--- config.mk ---
export PLATFORM = sky130hd
export DESIGN_NAME = ee357_multicycle_control
export DESIGN_NICKNAME = d
export VERILOG_FILES = /design/src/rtl/ee357_multicycle_control.sv
export SDC_FILE = /design/constraint.sdc
export NUM_CORES = 1
export LEC_CHECK = 0
export CAP_MARGIN = 10
export CORE_MARGIN = 3
export CORE_UTILIZATION = 35
export CTS_BUF_LIST = sky130_fd_sc_hd__clkbuf_16
export DETAILED_ROUTE_END_ITERATION = 10
export HOLD_SLACK_MARGIN = 0.03
export PLACE_DENSITY = 0.76
export SETUP_SLACK_MARGIN = 0.3
export SYNTH_ARGS = -nofsm -noshare
export SYNTH_HDL_FRONTEND = slang
export SYNTH_SLANG_ARGS = --single-unit
--- constraint.sdc ---
create_clock -name clk -period 1.6 [get_ports clk]
set_input_delay 0.32 -clock clk [delete_from_list [all_inputs] [get_ports clk]]
set_output_delay 0.32 -clock clk [all_outputs]
set_load 0.01 [all_outputs]
--- src/rtl/ee357_multicycle_control.sv ---
// Main control FSM for the multicycle MIPS datapath: sequences fetch, decode, execute, memory and write-back.
// Optional feature: define EE357_CTRL_ADDI_EN to add the addi path (ADDIEX -> ADDIWB).
module ee357_multicycle_control (
    input  logic       clk,
    input  logic       rst,
    input  logic [5:0] opcode,
    input  logic       mem_ready,
    output logic       pc_write,
    output logic       pc_write_cond,
    output logic       i_or_d,
    output logic       mem_read,
    output logic       mem_write,
    output logic       ir_write,
    output logic       mem_to_reg,
    output logic [1:0] pc_source,
    output logic [1:0] alu_op,
    output logic       alu_src_a,
    output logic [1:0] alu_src_b,
    output logic       reg_write,
    output logic       reg_dst,
    output logic       illegal_op,
    output logic [3:0] state
);

    typedef enum logic [3:0] {
        S_FETCH  = 4'd0,
        S_DECODE = 4'd1,
        S_MEMADR = 4'd2,
        S_MEMRD  = 4'd3,
        S_MEMWB  = 4'd4,
        S_MEMWR  = 4'd5,
        S_EXEC   = 4'd6,
        S_ALUWB  = 4'd7,
        S_BRANCH = 4'd8,
        S_JUMP   = 4'd9,
        S_ADDIEX = 4'd10,
        S_ADDIWB = 4'd11
    } state_t;

    localparam logic [5:0] OP_RTYPE = 6'b000000;
    localparam logic [5:0] OP_LW    = 6'b100011;
    localparam logic [5:0] OP_SW    = 6'b101011;
    localparam logic [5:0] OP_BEQ   = 6'b000100;
    localparam logic [5:0] OP_J     = 6'b000010;
`ifdef EE357_CTRL_ADDI_EN
    localparam logic [5:0] OP_ADDI  = 6'b001000;
`endif

    state_t state_q;
    state_t state_d;

    // Decoded control bundle before the reset force is applied.
    logic       pc_write_d;
    logic       pc_write_cond_d;
    logic       i_or_d_d;
    logic       mem_read_d;
    logic       mem_write_d;
    logic       ir_write_d;
    logic       mem_to_reg_d;
    logic [1:0] pc_source_d;
    logic [1:0] alu_op_d;
    logic       alu_src_a_d;
    logic [1:0] alu_src_b_d;
    logic       reg_write_d;
    logic       reg_dst_d;
    logic       illegal_op_d;
    logic       opcode_legal;

    always_comb begin
        case (opcode)
            OP_RTYPE, OP_LW, OP_SW, OP_BEQ, OP_J: opcode_legal = 1'b1;
`ifdef EE357_CTRL_ADDI_EN
            OP_ADDI:                              opcode_legal = 1'b1;
`endif
            default:                              opcode_legal = 1'b0;
        endcase
    end

    always_comb begin
        state_d = S_FETCH;
        case (state_q)
            S_FETCH:  state_d = mem_ready ? S_DECODE : S_FETCH;
            S_DECODE: begin
                case (opcode)
                    OP_LW, OP_SW: state_d = S_MEMADR;
                    OP_RTYPE:     state_d = S_EXEC;
                    OP_BEQ:       state_d = S_BRANCH;
                    OP_J:         state_d = S_JUMP;
`ifdef EE357_CTRL_ADDI_EN
                    OP_ADDI:      state_d = S_ADDIEX;
`endif
                    default:      state_d = S_FETCH;
                endcase
            end
            // IR still holds the instruction, so the opcode is stable here.
            S_MEMADR: state_d = (opcode == OP_LW) ? S_MEMRD : S_MEMWR;
            S_MEMRD:  state_d = mem_ready ? S_MEMWB : S_MEMRD;
            S_MEMWB:  state_d = S_FETCH;
            S_MEMWR:  state_d = mem_ready ? S_FETCH : S_MEMWR;
            S_EXEC:   state_d = S_ALUWB;
            S_ALUWB:  state_d = S_FETCH;
            S_BRANCH: state_d = S_FETCH;
            S_JUMP:   state_d = S_FETCH;
`ifdef EE357_CTRL_ADDI_EN
            S_ADDIEX: state_d = S_ADDIWB;
            S_ADDIWB: state_d = S_FETCH;
`endif
            default:  state_d = S_FETCH;
        endcase
    end

    always_ff @(posedge clk) begin
        if (rst) begin
            state_q <= S_FETCH;
        end else begin
            state_q <= state_d;
        end
    end

    always_comb begin
        pc_write_d      = 1'b0;
        pc_write_cond_d = 1'b0;
        i_or_d_d        = 1'b0;
        mem_read_d      = 1'b0;
        mem_write_d     = 1'b0;
        ir_write_d      = 1'b0;
        mem_to_reg_d    = 1'b0;
        pc_source_d     = 2'b00;
        alu_op_d        = 2'b00;
        alu_src_a_d     = 1'b0;
        alu_src_b_d     = 2'b00;
        reg_write_d     = 1'b0;
        reg_dst_d       = 1'b0;
        illegal_op_d    = 1'b0;
        case (state_q)
            S_FETCH: begin
                mem_read_d  = 1'b1;
                alu_src_b_d = 2'b01;
                ir_write_d  = mem_ready;
                pc_write_d  = mem_ready;
            end
            S_DECODE: begin
                alu_src_b_d  = 2'b11;
                illegal_op_d = ~opcode_legal;
            end
            S_MEMADR: begin
                alu_src_a_d = 1'b1;
                alu_src_b_d = 2'b10;
            end
            S_MEMRD: begin
                mem_read_d = 1'b1;
                i_or_d_d   = 1'b1;
            end
            S_MEMWB: begin
                reg_write_d  = 1'b1;
                mem_to_reg_d = 1'b1;
            end
            S_MEMWR: begin
                mem_write_d = 1'b1;
                i_or_d_d    = 1'b1;
            end
            S_EXEC: begin
                alu_src_a_d = 1'b1;
                alu_op_d    = 2'b10;
            end
            S_ALUWB: begin
                reg_write_d = 1'b1;
                reg_dst_d   = 1'b1;
            end
            S_BRANCH: begin
                alu_src_a_d     = 1'b1;
                alu_op_d        = 2'b01;
                pc_write_cond_d = 1'b1;
                pc_source_d     = 2'b01;
            end
            S_JUMP: begin
                pc_write_d  = 1'b1;
                pc_source_d = 2'b10;
            end
`ifdef EE357_CTRL_ADDI_EN
            S_ADDIEX: begin
                alu_src_a_d = 1'b1;
                alu_src_b_d = 2'b10;
            end
            S_ADDIWB: begin
                reg_write_d = 1'b1;
            end
`endif
            default: begin
            end
        endcase
    end

    // Reset blanks outputs combinationally so a write cannot land in the cycle rst rises.
    always_comb begin
        pc_write      = pc_write_d      & ~rst;
        pc_write_cond = pc_write_cond_d & ~rst;
        i_or_d        = i_or_d_d        & ~rst;
        mem_read      = mem_read_d      & ~rst;
        mem_write     = mem_write_d     & ~rst;
        ir_write      = ir_write_d      & ~rst;
        mem_to_reg    = mem_to_reg_d    & ~rst;
        pc_source     = rst ? 2'b00 : pc_source_d;
        alu_op        = rst ? 2'b00 : alu_op_d;
        alu_src_a     = alu_src_a_d     & ~rst;
        alu_src_b     = rst ? 2'b00 : alu_src_b_d;
        reg_write     = reg_write_d     & ~rst;
        reg_dst       = reg_dst_d       & ~rst;
        illegal_op    = illegal_op_d    & ~rst;
        state         = rst ? 4'd0 : state_q;
    end

endmodule

==> results of run 1 <==
[cells by family after synthesis]
family	count (synthesis)	synth area share
simple gates	43	0.528
xor+xnor	3	0.0536
flops	4	0.163
buf+inv	8	0.0765
compound gates	13	0.179
[through the flow]
step	utilization	TNS (ps)	cells	worst slack, ps
after global placement	0.842	-12670	138	-859
after floorplan	-	0	71	79.5
after detailed placement	0.842	-13430	138	-867
[cells in the mapped netlist (all sizes together), types with 3 or more instances]
master and count:
a21oi 4, buf 4, dfxtp 4, inv 4, nand2 5, nand2b 3, nor2 12, nor3 7
nor4 4, o21ai 4
==> results.cfg, run 1 <==
[floorplan]
die_h_um = 43.4
start_util = 0.408
die_x_um = 43.4
rows = 12
ioPinCount = 30

[clock_network]
cts_root_buffer = clkbuf_16
htree_levels = 1
cts.sinks = 4
cts_hold_buf = 0
clock_path_buffers = 2
post_cts_buffers = 13
cts_buffers = 3
postCtsResizedCells = 147

[synthesis]
seq_area_frac_synth = 0.163
synthTopCellsByArea = dfxtp_1 16%, nor2_1 9.2%, nor3_1 7.1%, nor4b_4 4.8%, a21oi_1 4.1%
synth_top_flop_cell = dfxtp_1
synth_edf_count = 0
synthCells = 71
synth_seq_cells = 4
yosysWarnings = 0
synth_top_area_frac = 0.163
syn-num-nets = 80
avgSynthCellArea_um2 = 6.91
syn-cell-area_um2 = 490
synth_cell_types = 32
synth.largest_area_cell = dfxtp_1
synth-async-reset-ratio = 0

[outcome]
error = [ERROR DPL-0038] Utilization greater than 100%, impossible to legalize
lastStage = clock tree synthesis
status = did not finish

[place]
post-dp-hpwl_um = 1590
place_area_um2 = 1010
portBuffers = 29
gp_congestion = 0.874
==> run 2: changes to the inputs <==
CORE_AREA = 3 3 64 66   (was unset)
CORE_MARGIN = unset   (was 3)
CORE_UTILIZATION = unset   (was 35)
CTS_BUF_LIST = unset   (was sky130_fd_sc_hd__clkbuf_16)
DIE_AREA = 0 0 67 69   (was unset)
HOLD_SLACK_MARGIN = unset   (was 0.03)
PLACE_DENSITY = unset   (was 0.76)
PLACE_DENSITY_LB_ADDON = 0.15   (was unset)
SETUP_SLACK_MARGIN = unset   (was 0.3)
==> results.cfg, run 2 <==
[outcome]
status = complete, but fails checks
violations = setup timing

[place]
placedCellCount = 172
dp_slack_ps = -824
post-dp-hpwl_um = 1620
portBuffers = 29
gp_congestion = 0.734

[routing]
dr_total_vias = 759
totalWireLength_um = 2070
viasPerCell = 4.26
antenna_left = 0
drt_pass1_iterations = 2
drt_iter0_markers = 8
wire_per_inst_um = 11.6
drc = 0

[layout]
fin_cells = 178
diodes = 0
reg_top3 = state_q x4
fillCellCount = 404
largest_reg_flops = 4
largest_register = state_q
layout_commonest_cell = buf_4
nets = 141
area_growth_pct = 151
seq_area_um2 = 87.6
most-common-layout-cells = 24 x buf_4, 14 x buf_2, 8 x buf_6, 7 x nor2_1, 6 x dlygate4sd2_1
layout-drive-gt1-share = 0.685
multi_input_area_um2 = 553

[clock_network]
cts.sinks = 4
clock_path_buffers = 2
insertion_delay_ps = 220
cts_tree = built
htree_levels = 1
clk_transition_reported_paths_ps = 30
cts_root_buffer = clkbuf_8
cts_buffers = 3

[floorplan]
core_area_um2 = 3630
die_h_um = 69
dieArea_um2 = 4620
start_util = 0.135
rows = 22
die_x_um = 67
ioPinCount = 30

[synthesis]
synth_top_area_frac = 0.163
synth_top_flop_cell = dfxtp_1
synth.largest_area_cell = dfxtp_1
syn-cell-area_um2 = 490
yosysMostFrequentCell = nor2_1
synthCells = 71
synth_seq_cells = 4
yosysWarnings = 0
seq_area_frac_synth = 0.163
synth_cell_types = 32
syn-num-nets = 80
synthTopCellsByArea = dfxtp_1 16%, nor2_1 9.2%, nor3_1 7.1%, nor4b_4 4.8%, a21oi_1 4.1%
synth_edf_count = 0
synth-async-reset-ratio = 0
avgSynthCellArea_um2 = 6.91
synth_common_cells = 12 x nor2_1, 7 x nor3_1, 5 x nand2_1

[hold_path]
hold_path_class = primary input to flip-flop
hp-start = rst
whs_endpoint = state_q[3]
holdPathStages = 5

[timing]
finalHoldViolations = 0
finClkSkew_ps = 1.62
rsz0062_at_grt = true
tightest_slew_ps = 326
whs_ps = 647
slew_headroom = 0.782
fmax_mhz = 552
post-route-period-util = 1.13
period_minus_slack_ps = 1810
drv_slew = 0
setup_viol = 5
worst_slack_ps = -211

[grt]
grt_pass1_vias = 777
antenna_found_initial = 0
grt_use_total = 0.0982
gr-total-overflow = 0
grt_max_degree = 16
grt_pass1_wl_um = 3590

[worst_setup_path]
max_stage_delay_ps = 410
critPathCaptureType = output port
cp_cell_sequence = or3_4, or2_4, a211oi_2, buf_2
critPathMaxFanout = 3
worst-path-buf-inv = 1
slowest_stage = or3_4
rrSetupSlack_ps = 270
critPathTopFamily = simple AND/OR/NAND/NOR gates
regToRegEndpoint = state_q[3]
worstRegToRegCells = 4
worstPathArrival_ps = 1490
critPathLaunchType = flip-flop
reg2reg_from = state_q[3]
required_ps = 1280
critPathKind = flip-flop to output port

[power]
worst_ir_drop_vdd_uv = 127
p_leak_nw = 0.549
cellPowerDensity_nw_per_um2 = 404
total_power_mw = 0.496

[run]
maxCapViolCount = 0
## run 2: layout make-up
| class | count | area share |
|---|---|---|
| multi-input cells | 59 | 0.450 |
| repair buffers | 60 | 0.384 |
| flip-flops and latches | 4 | 0.0713 |
| well taps | 48 | 0.0489 |
| clock buffers | 3 | 0.0336 |
| inverters | 4 | 0.0122 |
## run 2: what timing repair did
item                                    CTS  global route
hold buffers                              0             0
pin swaps                                10             8
setup buffers                             2             2
endpoints found under the setup margin   22            21
gates resized for setup                 101            31
## run 2: worst max-delay path by stage
stage,startpoint,endpoint,depth (start not counted)
finish,state_q[3],illegal_op,4
global route,state_q[3],illegal_op,4
CTS,state_q[2],illegal_op,4
detailed placement,rst,illegal_op,5
global placement,rst,illegal_op,5
floorplan,state_q[2],pc_write,3
## run 2: per-layer routing
layer	global-route usage	wire (µm)
met4	0.0405	35
met5	0	0
met3	0.0326	136
met2	0.160	1110
met1	0.115	793
## run 2: kinds of logic (layout without fill, tap and decap cells)
logic type,after synthesis,count (layout),synth area share
AO/OA/AOI/OAI,13,13,0.179
buffers and inverters,8,67,0.0765
flip-flops,4,4,0.163
XOR/XNOR,3,3,0.0536
AND/OR/NAND/NOR,43,43,0.528
## run 2: report_power, final
group	total, mW	leakage (nW)	switching, mW	internal (mW)
sequential	0.104	0.0346	0.00250	0.102
combinational	0.179	0.493	0.0800	0.0994
clock	0.213	0.0216	0.0523	0.160
## run 2: stage by stage
step	instance area [µm²]	util	setup TNS, ps
floorplan	490	-	0
global placement	1030	0.283	-12860
detailed placement	1030	0.283	-13130
CTS	1150	0.316	-811
global route	1230	0.338	-969
finish	1230	0.338	-611
## run 2: worst reg2reg max path, cell delays in order, from the launching register on
cell and delay [ps]:
dfxtp_2 310, or3_4 410, or2_4 250, buf_4 130, nor4_2 130
Power figures use the tool's default switching activity.
==> run 3: changes to the inputs <==
SETUP_SLACK_MARGIN = 0.2   (was unset)
==> results.cfg, run 3 (synthesized netlist as in run 2, its figures left out) <==
[outcome]
status = complete, but fails checks
violations = setup timing

[power]
p_leak_nw = 0.670
cellPowerDensity_nw_per_um2 = 351
worst_ir_drop_vdd_uv = 240
total_power_mw = 0.527

[worst_setup_path]
critPathMaxFanout = 3
worstPathArrival_ps = 1500
reg2reg_from = state_q[3]
critPathLaunchType = flip-flop
rrSetupSlack_ps = 170
regToRegEndpoint = state_q[0]
worstRegToRegCells = 7
worstSetupEndpoint = illegal_op
critPathLaunch = state_q[3]
required_ps = 1280
critPathCaptureType = output port
critPathKind = flip-flop to output port

[floorplan]
rows = 22
dieArea_um2 = 4620
ioPinCount = 30
core_area_um2 = 3630
start_util = 0.135
die_x_um = 67
die_h_um = 69

[layout]
most-common-layout-cells = 27 x buf_4, 25 x buf_6, 16 x buf_2, 7 x nor2_4, 6 x dlygate4sd2_1
largest_register = state_q
multi_input_area_um2 = 617
diodes = 0
largest_reg_flops = 4
layout_commonest_cell = buf_4
area_growth_pct = 206
seq_area_um2 = 85.1
nets = 160
reg_top3 = state_q x4
fillCellCount = 377
layout-drive-gt1-share = 0.799
fin_util = 0.413

[timing]
tightest_slew_ps = 324
setup_viol = 8
whs_ps = 625
fmax_mhz = 549
finalHoldViolations = 0
rsz0062_at_grt = true
period_minus_slack_ps = 1820
post-route-period-util = 1.14
finClkSkew_ps = 2.89
worst_slack_ps = -222
finalSetupTns_ps = -812
drv_slew = 0
slew_headroom = 0.780

[clock_network]
insertion_delay_ps = 220
cts_root_buffer = clkbuf_8
cts_tree = built
cts_buffers = 3
clk_transition_reported_paths_ps = 30
cts.sinks = 4
clock_path_buffers = 2
cts_hold_buf = 0
htree_levels = 1

[grt]
grt_max_degree = 9
grt_use_total = 0.106
grt_pass1_wl_um = 3830
antenna_found_initial = 0
grt_pass1_vias = 852
gr-total-overflow = 0

[routing]
wl_met2_um = 1340
drc = 0
wl_met1_um = 967
antenna_left = 0
wire_per_inst_um = 12.3
viasPerCell = 4.16
drt_iter0_markers = 36
dr_total_vias = 820
drt_pass1_iterations = 3
met3WireLength_um = 121
routed.top_layer = met3
totalWireLength_um = 2430

[hold_path]
hold_path_class = primary input to flip-flop

[place]
portBuffers = 29
gp_congestion = 0.774
dp_slack_ps = -885
post-dp-hpwl_um = 1620

[run]
maxCapViolCount = 0
==> run 3: how the worst min path moves through the flow <==
stage                           from          to  depth (start not counted)
after floorplan            opcode[4]  state_q[3]                          1
after global placement    state_q[3]  state_q[3]                          3
after detailed placement  state_q[0]  state_q[1]                          2
after CTS                  opcode[4]  state_q[3]                          3
after global routing       opcode[4]  state_q[3]                          3
final                      opcode[4]  state_q[3]                          3
==> run 3: cell type report <==
class,instances,area share
Inverter,4,0.0100
Sequential cell,4,0.0567
Tap cell,48,0.0400
Timing Repair Buffer,79,0.455
Multi-Input combinational cell,59,0.411
Clock buffer,3,0.0275
==> run 3: metal layers <==
metal  vias up  global-route usage
met1       388               0.125
met3         0              0.0375
met2        18               0.184
met4         0              0.0135
met5         -                   0
li1        414                   -
==> run 3: per-stage QoR <==
stage	instances	cell area, µm²
4_1_cts	189	1310
3_5_place_dp	172	1040
5_1_grt	197	1500
2_1_floorplan	71	505
6_report	197	1500
3_3_place_gp	172	1040
==> run 3: critical path, cell delays in order, from the launching register on <==
cell	delay (ps)
dfxtp_2	310
or3_4	400
or2_4	260
a211oi_4	150
buf_2	160
==> run 3: power by group <==
group | total, mW | switching, mW | internal, mW
Combinational | 0.210 | 0.0927 | 0.117
Sequential | 0.105 | 0.00184 | 0.103
Clock | 0.213 | 0.0524 | 0.160
Total | 0.527 | 0.147 | 0.380
==> run 3: repair_timing <==
action,4_1_cts,5_1_grt
endpoints found under the setup margin,25,25
pin swaps,13,12
buffers inserted,14,8
resized for setup,141,36
